`src/rtl/frodo_acc_pkg.sv`:
```
// Shared types and defaults for the carry-save accumulator.
// State encoding plus default datapath widths.
package frodo_acc_pkg;

  localparam int ACC_WIDTH = 16;
  localparam int ACC_CNT_W = 12;

  typedef enum logic [1:0] {
    IDLE,
    ACCUM,
    RESOLVE,
    OUT
  } acc_state_t;

endpackage

```
`src/rtl/csa_three_input.sv`:
```
// 3:2 carry-save compressor; i_mode=1 inverts c and injects
// a carry-in at bit 0 so the pair resolves to a+b-c.
module csa_three_input #(
  parameter int W = 16
) (
  input  logic [W-1:0] i_a,
  input  logic [W-1:0] i_b,
  input  logic [W-1:0] i_c,
  input  logic         i_mode,
  output logic [W-1:0] o_sum,
  output logic [W-1:0] o_carry
);

  logic [W-1:0] cc;
  logic [W-2:0] maj;

  assign cc = i_c ^ {W{i_mode}};
  assign o_sum = i_a ^ i_b ^ cc;

  // top majority bit would land at 2^W and is dropped
  assign maj = (i_a[W-2:0] & i_b[W-2:0])
             | (i_a[W-2:0] & cc[W-2:0])
             | (i_b[W-2:0] & cc[W-2:0]);

  assign o_carry = {maj, i_mode};

endmodule

```
`src/rtl/csa_accum_ctrl.sv`:
```
// Multi-operand accumulator: carry-save folding per operand,
// one carry-propagate add at the end of the run.
module csa_accum_ctrl
  import frodo_acc_pkg::*;
#(
  parameter int WIDTH = ACC_WIDTH,
  parameter int CNT_W = ACC_CNT_W
) (
  input  logic             i_clk,
  input  logic             i_rst_n,
  input  logic             i_start,
  input  logic [CNT_W-1:0] i_len,
  input  logic [WIDTH-1:0] i_init,
  input  logic             i_op_valid,
  input  logic [WIDTH-1:0] i_op,
  output logic             o_op_ready,
  output logic             o_res_valid,
  output logic [WIDTH-1:0] o_res,
  input  logic             i_res_ready,
  output logic             o_busy
);

  acc_state_t       state_q;
  logic [WIDTH-1:0] sum_q;
  logic [WIDTH-1:0] carry_q;
  logic [WIDTH-1:0] res_q;
  logic [CNT_W-1:0] rem_q;
  logic [WIDTH-1:0] csa_sum;
  logic [WIDTH-1:0] csa_carry;

  csa_three_input #(
    .W(WIDTH)
  ) u_csa (
    .i_a    (sum_q),
    .i_b    (carry_q),
    .i_c    (i_op),
    .i_mode (1'b0),
    .o_sum  (csa_sum),
    .o_carry(csa_carry)
  );

  always_ff @(posedge i_clk or negedge i_rst_n) begin
    if (!i_rst_n) begin
      state_q <= IDLE;
      sum_q   <= '0;
      carry_q <= '0;
      res_q   <= '0;
      rem_q   <= '0;
    end else begin
      unique case (state_q)
        IDLE: begin
          if (i_start) begin
            sum_q   <= i_init;
            carry_q <= '0;
            rem_q   <= i_len;
            state_q <= (i_len != '0) ? ACCUM : RESOLVE;
          end
        end
        ACCUM: begin
          if (i_op_valid) begin
            sum_q   <= csa_sum;
            carry_q <= csa_carry;
            rem_q   <= rem_q - 1'b1;
            if (rem_q == CNT_W'(1)) begin
              state_q <= RESOLVE;
            end
          end
        end
        RESOLVE: begin
          res_q   <= sum_q + carry_q;
          state_q <= OUT;
        end
        OUT: begin
          if (i_res_ready) begin
            state_q <= IDLE;
          end
        end
        default: state_q <= IDLE;
      endcase
    end
  end

  assign o_op_ready  = (state_q == ACCUM);
  assign o_res_valid = (state_q == OUT);
  assign o_busy      = (state_q != IDLE);
  assign o_res       = res_q;

endmodule

```
`config.mk`:
```
export PLATFORM = sky130hd
export DESIGN_NAME = csa_accum_ctrl
export DESIGN_NICKNAME = d
export VERILOG_FILES = /design/src/rtl/frodo_acc_pkg.sv /design/src/rtl/csa_three_input.sv /design/src/rtl/csa_accum_ctrl.sv
export SDC_FILE = /design/constraint.sdc
export NUM_CORES = 1
export LEC_CHECK = 0
export BUFFER_PORTS_ARGS = -buffer_cell sky130_fd_sc_hd__buf_4
export CORE_MARGIN = 2
export CORE_UTILIZATION = 35
export CTS_CLUSTER_SIZE = 8
export DETAILED_ROUTE_END_ITERATION = 8
export HOLD_SLACK_MARGIN = 0.15
export SLEW_MARGIN = 40
export SYNTH_ARGS = -nofsm -noshare
export SYNTH_HDL_FRONTEND = slang
export SYNTH_SLANG_ARGS = --single-unit
export TNS_END_PERCENT = 50
```
`constraint.sdc`:
```
create_clock -name i_clk -period 2.7 [get_ports i_clk]
set_input_delay 0.27 -clock i_clk [delete_from_list [all_inputs] [get_ports i_clk]]
set_output_delay 0.27 -clock i_clk [all_outputs]
set_load 0.01 [all_outputs]
```
### Word level (Yosys, flattened, before mapping)

Index checks and enable logic that the tools add are counted.

* register bits after elaboration: 62
* bits of input ports: 49
* output and inout port bits: 19
* word-level logic and storage cells: 43

* add/subtract/negate cells: 2
* equality and inequality tests: 8
* muxes and demuxes: 15
* bitwise gates (word level): 7
* reduce and logical (&&, ||, !) cells: 6

Operators by type and width (number)
* 2-to-1 mux 16 bit: 4
* case mux 16 bit (2 select lines): 2
* bitwise AND 15 bit: 3
* bitwise XOR 16 bit: 2
* bitwise OR 15 bit: 2
* 2-to-1 mux 12 bit: 2
* case mux 12 bit (2 select lines): 1
* adder 16 bit: 1
* == test 12 x 1 -> 1 bit, second input constant: 1
* nonzero test 12 bit: 1
* subtractor 12 x 1 -> 12 bit, second input constant: 1
* 2-to-1 mux 2 bit: 5
* case mux 2 bit (4 select lines): 1
* == test 2 bit, second input constant: 2
* != test 2 x 1 -> 1 bit, second input constant: 2
* != test 2 bit, second input constant: 2
* AND reduction 4 bit: 1
* nonzero test 2 bit: 2
* AND reduction 3 bit: 1
* == test 2 x 1 -> 1 bit, second input constant: 1
* logical NOT 2 bit: 1

### Longest topological paths before layout

Gate-level depths: netlist of the first run.

* depth in word-level cells: 5
* gate-level depth with buffers: 8
* depth with buffers taken out: 7

### Cells and area by module

From an unflattened synthesis of the first run, not the netlist that was laid out.

* cells, all modules: 458
* area, all modules: 4306.6 µm²

Modules (own cells, without submodules)
* csa_accum_ctrl: times used 1, cells an instance 362, area each 3582.2 µm², sequential area each 1551.5 µm²
* csa_three_input: times used 1, cells an instance 96, area each 724.4 µm², sequential area each 0.0 µm²

### Least setup slack after synthesis of the first run

OpenSTA, ideal clock, no wires.

* kind: register to register
* start: reg sum_q[1]
* end: reg res_q[9], in the netlist o_res[9]
* library setup time: 125 ps
* data arrival time: 2016 ps
* data required time: 2575 ps
* path slack: 559 ps
* stages on the path, launching flop included: 8
* path buffers: 0
* period minus slack after synthesis: 2141 ps
* cell sequence: dfrtp_1 > ha_1 > fa_1 > a21o_1 > a221oi_2 > o21ai_0 > xor2_1 > mux2_2

* word-level cells in the longest chain between the ends: 1

Ends and longest elaborated chain
* start, declared: line csa_accum_ctrl.sv:24 `logic [WIDTH-1:0] sum_q;`
* start signal, assigned: line csa_accum_ctrl.sv:53 `sum_q <= i_init;`
* start signal, assigned: line csa_accum_ctrl.sv:61 `sum_q <= csa_sum;`
* adder 16 bit: line csa_accum_ctrl.sv:70 `res_q <= sum_q + carry_q;`
* end signal, assigned: line csa_accum_ctrl.sv:70
* end, declared: line csa_accum_ctrl.sv:26 `logic [WIDTH-1:0] res_q;`

Every way passes these cells.
A chain may end at the register's enable or synchronous reset.

### Worst setup path in the final report of the first run

Ends and elaborated chain as after synthesis.

==> results.ini, run 1 <==
[route]
routed_via_density = 5.08
drt_drc_violations_left = 0
firstDrtPassIters = 4
route.antenna.remaining_nets = 0
drtIter0Drc = 112
vias = 3256
totalWireLength_um = 9360
wl_per_cell_um = 14.6

[clock_network]
htree_levels = 3
clock_insertion_delay_worst_skew_ps = 320
cts.reportedPaths.clkPinSlew_ps = 60
max-clock-path-buffers = 2
clock-sinks = 61
postCtsSetupBuffers = 0
post_cts_resized = 0
cts_root_buffer = sky130_fd_sc_hd__clkbuf_16
cts-buffers-inserted = 9
post_cts_hold_buffer_count = 1
tritoncts = done

[status]
outcome = complete, no violations

[logic_synthesis]
netlist.area_leader.share = 0.383
synthMuxAreaShare = 0.0716
post_synth_edffs = 0
ys_async_sr_fraction = 1.00
synth_area_sq_mm = 0.00398
synth.largest_area_cell = sky130_fd_sc_hd__dfrtp_1
syn_avg_cell_area_sq_um = 9.26
synth_simple_gate_area_frac = 0.137
post_synth_fa_ha_maj_area_fraction = 0.144
synth_top_family_by_area = compound AO/OA/AOI/OAI gates
synthesis.nets = 516
synthesis.yosys.warnings = 0
yosys_register_bits = 61
synth_seq_area_share = 0.383
synthesis.instances = 430
postSynth.topFlopCell = sky130_fd_sc_hd__dfrtp_1
synth_area_in_xor_xnor = 0.0176
yosysUniqueCellTypes = 49
synth_area_leaders = sky130_fd_sc_hd__dfrtp_1 (38%), sky130_fd_sc_hd__fa_1 (7.5%), sky130_fd_sc_hd__ha_1 (6.9%)
synthesized_area_fraction_occupied_by_ao_oa_aoi_and_oai_cells = 0.168

[worst_setup_path]
critical_path.endpoint_type = flip-flop
worstSetupStartpoint = sum_q[1]$_DFFE_PN0P_
timing.rr.start = sum_q[1]$_DFFE_PN0P_
worstPathRequired_ps = 2910
critPathKind = reg -> reg
worstPathArrival_ps = 2590
path_max_fanout = 4
timing.reg2reg.setup_slack_ps = 320
worst_setup_path_start_kind = flip-flop

[timing]
report.final.slew_viol_count = 0
maxSlewHeadroom = 0.536
finClkSkew_ps = 6.05
period_minus_slack_ps = 2380
timing.setup.tns_ps = 0
final-setup-viol-count = 0
grt_setup_unrepaired = false
final-hold-violation-count = 0
fin_crit_sh = 0.883
worstMarginPinSlew_ps = 678
final.hold.worst_slack_ps = 201
maxClockFrequency_mhz = 420

[power]
internal_cell_power_mw = 3.66
peak_supply_drop_mv = 0.584
power-per-cell-area_mw_per_mm2 = 1290
clock_power_share = 0.190
swShare = 0.428
power.leakage_nw = 2.35
power_frac_comb = 0.538
p_seq_frac = 0.272
p_switching_mw = 2.74

[hold_path]
holdCritPathClass = in -> reg
hold_start = i_init[14]

[floorplan]
placeableCoreArea_sq_mm = 0.0110
dieWidth_um = 111
top_level_ports = 68
die_height_um = 111
floorplan.die_area_sq_mm = 0.0123
fp_rows = 38
initial_core_util = 0.363

[placement]
port-buffer-count = 67
instance_count_after_placement_with_tap_cells_included = 624
post-dp-hpwl_um = 6950
gp_routability_congestion = 0.887

[grt]
grt.total_usage = 0.160
grt_overflow_total = 0
grt_antenna_before_repair = 0
global_route_wire_length_before_repair_um = 16200
first_global_vias = 3328
grt_start_max_net_pins = 62

[layout]
layout-drive-gt1-share = 0.212
insertedDiodeCount = 0
most-common-layout-cells = sky130_fd_sc_hd__buf_4 (72), sky130_fd_sc_hd__inv_1 (63), sky130_fd_sc_hd__dfrtp_1 (61)
area_growth_syn_to_layout_pct = 24.6
layout_commonest_cell = sky130_fd_sc_hd__buf_4
final-instance-count-excl-fill = 641
design.final.nets = 582

[job]
maxCapViolCount = 0

kinds of logic (layout without fill, tap and decap cells):
logic type	Yosys count	count (layout)
buffers and inverters	82	153
muxes	27	27
adders and majority gates	37	37
xor gates and xnor gates	8	8
DFF	61	61
AOI/OAI and AO/OA	101	101
and+or+nand+nor	114	114
synth_stat cells (all sizes together) (11+ instances only):
cell type	instances
a21oi	11
a221oi	12
clkbuf	15
dfrtp	61
fa	15
ha	22
inv	63
mux2i	18
nand2	42
nor2	31
o21ai	32
o22ai	13
final timing paths:
| kind | to | cells after the start |
|---|---|---|
| max in group asynchronous | o_res[10]$_DFFE_PN0P_ | 2 |
| min reg2reg | o_res[6]$_DFFE_PN0P_ | 2 |
| max | o_res[9]$_DFFE_PN0P_ | 7 |
| min in group asynchronous | carry_q[11]$_DFFE_PN0P_ | 2 |
| min | sum_q[14]$_DFFE_PN0P_ | 3 |
| max reg2reg | o_res[9]$_DFFE_PN0P_ | 7 |
flip-flops by register name (all words and copies together), names as in the netlist:
signal and count:
carry_q 15, o_res 16, sum_q 16, rem_q 12
state_q 2
critical path: stages, from the launching register on:
cell	delay, ps
sky130_fd_sc_hd__dfrtp_1	380
sky130_fd_sc_hd__ha_1	230
sky130_fd_sc_hd__fa_1	420
sky130_fd_sc_hd__a21o_1	200
sky130_fd_sc_hd__a221oi_2	420
sky130_fd_sc_hd__o21ai_0	200
sky130_fd_sc_hd__xor2_1	170
sky130_fd_sc_hd__mux2_2	260
area by class of cell:
type | instances | area, sq um
clock inverters | 7 | 90.1
fillers | 1069 | 6020
repair buffers | 74 | 562
well taps | 140 | 175
multi-input cells | 287 | 2150
inverters | 63 | 236
clock buffers | 9 | 225
flip-flops and latches | 61 | 1530
metal layers:
layer / track usage / wire [um] / vias to the layer above
met2: 0.262 / 4520 / 66
met4: 0.0425 / 40 / 0
met1: 0.217 / 4420 / 1559
met5: 0 / 0 / -
met3: 0.0334 / 373 / 2
li1: - / - / 1629
through the flow:
stage	instance area [sq um]	util	worst slack, ps	power (mW)
2_1_floorplan	3980	-	559	4.18
3_3_place_gp	4630	0.422	391	5.09
3_5_place_dp	4630	0.422	337	5.20
4_1_cts	4960	0.452	329	6.46
5_1_grt	4960	0.452	190	7.00
6_report	4960	0.452	316	6.40
power by group through the flow:
| stage | logic, mW | clock network, mW | registers [mW] |
|---|---|---|---|
| floorplan | 2.45 | 0 | 1.73 |
| global placement | 3.35 | 0 | 1.74 |
| detailed placement | 3.45 | 0 | 1.75 |
| CTS | 3.47 | 1.24 | 1.74 |
| global route | 3.90 | 1.29 | 1.81 |
| finish | 3.44 | 1.22 | 1.74 |
No activity file was read; power rests on OpenSTA's default activity.
==> inputs of run 2 (changes only) <==
--- a/config.mk
+++ b/config.mk
@@ -7,10 +7,11 @@
 export LEC_CHECK = 0
 export BUFFER_PORTS_ARGS = -buffer_cell sky130_fd_sc_hd__buf_4
 export CORE_MARGIN = 2
-export CORE_UTILIZATION = 35
+export CORE_UTILIZATION = 50
 export CTS_CLUSTER_SIZE = 8
 export DETAILED_ROUTE_END_ITERATION = 8
 export HOLD_SLACK_MARGIN = 0.15
+export PLACE_DENSITY = 0.72
 export SLEW_MARGIN = 40
 export SYNTH_ARGS = -nofsm -noshare
 export SYNTH_HDL_FRONTEND = slang
==> constraint.sdc (replaced) <==
create_clock -name i_clk -period 2.46 [get_ports i_clk]
set_input_delay 0.246 -clock i_clk [delete_from_list [all_inputs] [get_ports i_clk]]
set_output_delay 0.246 -clock i_clk [all_outputs]
set_load 0.01 [all_outputs]
==> run 2 against run 1 <==
Against the previous run: flip-flop and latch count is the same; total power rose by 3.9%; worst setup slack got worse by 190 ps; combinational power is 8.7% higher; critical endpoint unchanged; largest cell class unchanged; highest routed layer unchanged.
==> results.ini, run 2 (synthesized netlist as in run 1, its figures left out) <==
[worst_setup_path]
worstPathArrival_ps = 2570  ; -20 ps
critical_path.top_delay_family = compound AO/OA/AOI/OAI gates
timing.reg2reg.setup_slack_ps = 130  ; -190 ps
path_max_fanout = 4  ; unchanged
critical-path-max-stage-delay_ps = 400  ; -20 ps
cp.buffers_inverters = 0  ; unchanged
path_cells = ha_1, fa_1, a21o_1, a221oi_2, o21ai_0, xor2_1, mux2_2
worst_setup_path_start_kind = flip-flop
critPathKind = reg -> reg
worstPathRequired_ps = 2700  ; -210 ps
critical_path.endpoint_type = flip-flop
slowest_cell_on_the_critical_path = sky130_fd_sc_hd__fa_1

[timing]
period_minus_slack_ps = 2330  ; -52.7 ps
final-hold-violation-count = 0  ; unchanged
maxClockFrequency_mhz = 429  ; +2.3%
finClkSkew_ps = 11.7  ; +5.69 ps
finalWorstSetupSlack_ps = 129  ; -187 ps
timing.setup.tns_ps = 0  ; unchanged
worstMarginPinSlew_ps = 657  ; -21.3 ps
final.hold.worst_slack_ps = 164  ; -36.8 ps
maxSlewHeadroom = 0.551  ; +0.0146
grt_setup_unrepaired = false
final-setup-viol-count = 0  ; unchanged
fin_crit_sh = 0.947  ; +0.0647
report.final.slew_viol_count = 0  ; unchanged

[placement]
pre_cts_ws_ps = 139  ; -198 ps
placed_cell_area_sq_mm = 0.00458  ; -1.1%
gp_routability_congestion = 0.850  ; -4.2%
post-dp-hpwl_um = 6330  ; -9.0%
port-buffer-count = 67  ; unchanged

[layout]
core_utilization_of_the_finished_layout = 0.624  ; +0.172
post-route-cell-area_sq_mm = 0.00482  ; -2.8%
layout_commonest_cell = sky130_fd_sc_hd__buf_4
insertedDiodeCount = 0  ; unchanged
most-common-layout-cells = sky130_fd_sc_hd__buf_4 (69), sky130_fd_sc_hd__inv_1 (63), sky130_fd_sc_hd__dfrtp_1 (61)
area_growth_syn_to_layout_pct = 21.1
layout-drive-gt1-share = 0.206  ; -0.00558
design.final.nets = 581  ; -0.17%

[power]
clock_power_share = 0.151  ; -0.039
p_seq_frac = 0.287  ; +0.015
swShare = 0.443  ; +0.0143
peak_supply_drop_mv = 0.749  ; +28%
internal_cell_power_mw = 3.70  ; +1.3%
power.leakage_nw = 2.30  ; -2.3%
p_switching_mw = 2.94  ; +7.4%
power-per-cell-area_mw_per_mm2 = 1380  ; +6.9%
power_frac_comb = 0.563  ; +0.025

[clock_network]
clock_insertion_delay_worst_skew_ps = 350  ; +30 ps
postCtsSetupBuffers = 0  ; unchanged
cts-buffers-inserted = 9  ; unchanged
cts.reportedPaths.clkPinSlew_ps = 80  ; +20 ps
clock-sinks = 61  ; unchanged
htree_levels = 3  ; unchanged
tritoncts = done
max-clock-path-buffers = 2  ; unchanged
cts_root_buffer = sky130_fd_sc_hd__clkbuf_8

[grt]
grt_antenna_before_repair = 0  ; unchanged
first_global_vias = 3222  ; -3.2%
grt_start_max_net_pins = 79  ; +27%
global_route_wire_length_before_repair_um = 15200  ; -5.9%
grt.total_usage = 0.221  ; +0.0608
grt_overflow_total = 0  ; unchanged

[route]
routed_via_density = 5.46  ; +7.5%
firstDrtPassIters = 5  ; +1
route.antenna.remaining_nets = 0  ; unchanged
drt_drc_violations_left = 0  ; unchanged
wl_per_cell_um = 14.5  ; -0.86%
vias = 3287  ; +0.95%
totalWireLength_um = 8710  ; -6.9%
drtIter0Drc = 176  ; +57%

[job]
maxCapViolCount = 0  ; unchanged

[status]
outcome = complete, no violations

[floorplan]
die_height_um = 93.3  ; -16%
placeableCoreArea_sq_mm = 0.00773  ; -30%
initial_core_util = 0.516  ; +0.153
floorplan.die_area_sq_mm = 0.00870  ; -29%
dieWidth_um = 93.3  ; -16%
fp_rows = 32  ; -16%
top_level_ports = 68  ; unchanged

[hold_path]
holdCritPathClass = in -> reg

## run 2: cell types whose count changed in the layout (fill, tap and decap cells not counted)
cell,previous run,this run
sky130_fd_sc_hd__buf_4,72,69
sky130_fd_sc_hd__clkbuf_1,0,1
sky130_fd_sc_hd__clkbuf_8,0,9
sky130_fd_sc_hd__dlygate4sd3_1,1,2
sky130_fd_sc_hd__clkinvlp_4,2,3
sky130_fd_sc_hd__clkinv_2,3,1
sky130_fd_sc_hd__buf_12,0,1
sky130_fd_sc_hd__clkbuf_16,9,0
## run 2: metal layers
metal | global-route usage | wire length [um]
met4 | 0.0735 | 91
met1 | 0.309 | 3970
met2 | 0.356 | 4250
met3 | 0.0298 | 407
met5 | 0 | 0
## run 2: timing repair
action,CTS,global route
resized for setup,0,0
hold endpoints to repair,62,0
hold buffers,2,0
## run 2: path summary, 6_finish.rpt
kind / startpoint / depth (start not counted) / to
worst min-delay path: i_init[6] / 3 / sum_q[6]$_DFFE_PN0P_
max in group asynchronous: i_rst_n / 2 / carry_q[10]$_DFFE_PN0P_
worst min register to register: o_res[8]$_DFFE_PN0P_ / 2 / o_res[8]$_DFFE_PN0P_
worst max-delay path: sum_q[1]$_DFFE_PN0P_ / 7 / o_res[9]$_DFFE_PN0P_
min in group asynchronous: i_rst_n / 2 / sum_q[12]$_DFFE_PN0P_
worst max register to register: sum_q[1]$_DFFE_PN0P_ / 7 / o_res[9]$_DFFE_PN0P_
## run 2: cell type report
type,count,area (sq um)
fillers,667,2900
multi-input cells,287,2150
flip-flops and latches,61,1530
repair buffers,73,569
inverters,63,236
clock buffers,10,128
well taps,102,128
clock inverters,6,87.6
## run 2: power by group through the flow
stage	registers, mW	clock network, mW	logic (mW)
global placement	1.90	0	3.64
finish	1.90	1.00	3.74
detailed placement	1.92	0	3.76
global route	1.98	1.06	4.24
floorplan	1.90	0	2.69
CTS	1.91	1.00	3.77
## run 2: metrics by stage
step / instances / power, mW
2_1_floorplan: 430 / 4.58
3_3_place_gp: 584 / 5.54
3_5_place_dp: 584 / 5.68
4_1_cts: 602 / 6.68
5_1_grt: 602 / 7.28
6_report: 602 / 6.65
## run 2: worst register-to-register path, cell delays in order (launching register included)
cell	delay, ps
sky130_fd_sc_hd__dfrtp_1	380
sky130_fd_sc_hd__ha_1	220
sky130_fd_sc_hd__fa_1	400
sky130_fd_sc_hd__a21o_1	200
sky130_fd_sc_hd__a221oi_2	390
sky130_fd_sc_hd__o21ai_0	190
sky130_fd_sc_hd__xor2_1	160
sky130_fd_sc_hd__mux2_2	270
==> inputs of run 3 (changes only) <==
--- a/config.mk
+++ b/config.mk
@@ -5,7 +5,7 @@
 export SDC_FILE = /design/constraint.sdc
 export NUM_CORES = 1
 export LEC_CHECK = 0
-export BUFFER_PORTS_ARGS = -buffer_cell sky130_fd_sc_hd__buf_4
+export BUFFER_PORTS_ARGS = -buffer_cell sky130_fd_sc_hd__buf_2
 export CORE_MARGIN = 2
 export CORE_UTILIZATION = 50
 export CTS_CLUSTER_SIZE = 8
==> run 3 against run 2 <==
Against the previous run: worst setup slack improved by 50 ps; flip-flop and latch count unchanged; critical endpoint unchanged; sequential power is essentially flat; combinational power is 2% lower; non-clock buffer count is 4 higher; largest power group unchanged; first-iteration DRC count is 59% higher; maximum frequency grew 2.2%; total power fell by 2.9%; highest routed layer unchanged; global-route usage down 0.23 points; count of clock-buffer cells in the layout is the same; final cell count is 0.66% higher.
==> results.ini, run 3 (synthesized netlist as in run 1, its figures left out) <==
[clock_network]
cts-buffers-inserted = 9  ; unchanged
clock_insertion_delay_worst_skew_ps = 340  ; about the same
max-clock-path-buffers = 2  ; unchanged
cts.reportedPaths.clkPinSlew_ps = 80  ; about the same
tritoncts = done
clock-sinks = 61  ; unchanged
cts_root_buffer = sky130_fd_sc_hd__clkbuf_8
htree_levels = 3  ; unchanged

[timing]
finalWorstSetupSlack_ps = 179  ; +50.3 ps
timing.setup.tns_ps = 0  ; unchanged
worstMarginPinSlew_ps = 625  ; -31.7 ps
final-setup-viol-count = 0  ; unchanged
maxClockFrequency_mhz = 438  ; +2.2%
report.final.slew_viol_count = 0  ; unchanged
finClkSkew_ps = 13.8  ; +2.07 ps
final.hold.worst_slack_ps = 173  ; +9.15 ps
maxSlewHeadroom = 0.573  ; +0.0217
period_minus_slack_ps = 2280  ; -50.3 ps
final-hold-violation-count = 0  ; unchanged
fin_crit_sh = 0.927  ; -0.0205
grt_setup_unrepaired = false

[floorplan]
initial_core_util = 0.516  ; unchanged
fp_rows = 32  ; unchanged
dieWidth_um = 93.3  ; unchanged
placeableCoreArea_sq_mm = 0.00773  ; unchanged
floorplan.die_area_sq_mm = 0.00870  ; unchanged
die_height_um = 93.3  ; unchanged
top_level_ports = 68  ; unchanged

[grt]
grt_start_max_net_pins = 62  ; -22%
first_global_vias = 3161  ; -1.9%
grt_antenna_before_repair = 0  ; unchanged
grt_overflow_total = 0  ; unchanged
grt.total_usage = 0.218  ; -0.00232
global_route_wire_length_before_repair_um = 15100  ; -0.86%

[worst_setup_path]
worst_setup_path_start_kind = flip-flop
critPathKind = reg -> reg
worstPathArrival_ps = 2510  ; -60 ps
critical_path.endpoint_type = flip-flop
slowest_cell_on_the_critical_path = sky130_fd_sc_hd__fa_1
critical-path-max-stage-delay_ps = 410  ; about the same
path_max_fanout = 4  ; unchanged
worstPathRequired_ps = 2680  ; -20 ps
path_cells = ha_1, fa_1, a21o_1, a221oi_4, o21ai_0, xor2_1, mux2_2

[placement]
post-dp-hpwl_um = 6400  ; +1.1%
pre_cts_ws_ps = 106  ; -33.0 ps
port-buffer-count = 67  ; unchanged
gp_routability_congestion = 0.846  ; -0.41%
placed_cell_area_sq_mm = 0.00445  ; -3.0%
instance_count_after_placement_with_tap_cells_included = 588  ; +0.68%

[layout]
area.sequential_sq_mm = 0.00153  ; unchanged
post-route-cell-area_sq_mm = 0.00467  ; -3.2%
layout-drive-gt1-share = 0.212  ; +0.00630
insertedDiodeCount = 0  ; unchanged
design.final.nets = 585  ; +0.69%
layout_commonest_cell = sky130_fd_sc_hd__buf_2
core_utilization_of_the_finished_layout = 0.604  ; -0.0199
final-instance-count-excl-fill = 606  ; +0.66%
fill_cells = 686  ; +2.8%
area_growth_syn_to_layout_pct = 17.2
multiInputGateArea_sq_mm = 0.00216  ; +0.52%
most-common-layout-cells = sky130_fd_sc_hd__buf_2 (67), sky130_fd_sc_hd__inv_1 (63), sky130_fd_sc_hd__dfrtp_1 (61)

[route]
firstDrtPassIters = 5  ; unchanged
drt_drc_violations_left = 0  ; unchanged
vias = 3299  ; +0.37%
drtIter0Drc = 279  ; +59%
wl_per_cell_um = 14.1  ; -2.3%
totalWireLength_um = 8570  ; -1.6%
route.antenna.remaining_nets = 0  ; unchanged
routed_via_density = 5.44  ; -0.30%

[job]
maxCapViolCount = 0  ; unchanged

[power]
power-per-cell-area_mw_per_mm2 = 1380  ; +0.29%
power.leakage_nw = 2.26  ; -1.8%
post-layout-total-power_mw = 6.45  ; -2.9%
peak_supply_drop_mv = 0.561  ; -25%

[status]
outcome = complete, no violations

[hold_path]
holdCritPathClass = in -> reg

## run 3: changes by cell type in the layout (fill, tap and decap cells not counted)
cell | before | now
sky130_fd_sc_hd__clkinvlp_4 | 3 | 2
sky130_fd_sc_hd__buf_2 | 0 | 67
sky130_fd_sc_hd__clkinv_2 | 1 | 2
sky130_fd_sc_hd__a221oi_4 | 0 | 1
sky130_fd_sc_hd__buf_6 | 1 | 0
sky130_fd_sc_hd__buf_4 | 69 | 7
sky130_fd_sc_hd__clkinv_4 | 0 | 1
sky130_fd_sc_hd__a221oi_2 | 1 | 0
sky130_fd_sc_hd__bufinv_16 | 2 | 1
## run 3: final cells by class
| type | count | area share |
|---|---|---|
| Inverter | 63 | 0.0506 |
| Clock inverter | 6 | 0.0137 |
| Sequential cell | 61 | 0.327 |
| Multi-Input combinational cell | 287 | 0.462 |
| Timing Repair Buffer | 77 | 0.0916 |
| Clock buffer | 10 | 0.0273 |
| Tap cell | 102 | 0.0273 |
## run 3: what timing repair did
item,CTS,global route
hold buffers,2,0
hold endpoints to repair,62,0
resized for setup,0,1
setup endpoints to repair,0,1
buffers inserted,0,0
## run 3: final timing paths
path	depth (start not counted)	end	slack (ps)	from
worst max register to register	7	o_res[9]$_DFFE_PN0P_	180	sum_q[1]$_DFFE_PN0P_
min in group asynchronous	3	rem_q[0]$_DFFE_PN0P_	440	i_rst_n
max in group asynchronous	3	sum_q[12]$_DFFE_PN0P_	1710	i_rst_n
worst max-delay path	7	o_res[9]$_DFFE_PN0P_	180	sum_q[1]$_DFFE_PN0P_
worst min register to register	2	o_res[12]$_DFFE_PN0P_	480	o_res[12]$_DFFE_PN0P_
worst min-delay path	3	sum_q[14]$_DFFE_PN0P_	170	i_init[14]
## run 3: worst max-delay path: cells and delay by family, from the launching register on
kind / cells / cell delay, ps
AO/OA/AOI/OAI: 3 / 710
adder cells (fa/ha/maj): 2 / 640
flip-flops: 1 / 390
multiplexers: 1 / 260
XOR/XNOR: 1 / 160
## run 3: metal layers
layer | routed length (um) | part of all wire | GRT usage | vias to the layer above
li1 | - | - | - | 1636
met5 | 0 | 0 | 0 | -
met2 | 4010 | 0.47 | 0.341 | 81
met1 | 4000 | 0.47 | 0.313 | 1568
met3 | 425 | 0.050 | 0.0346 | 14
met4 | 129 | 0.015 | 0.0723 | 0
## run 3: power by group
group,internal (mW),switching [mW]
sequential,1.52,0.375
clock,0.466,0.414
combinational,1.53,2.15
total,3.52,2.94
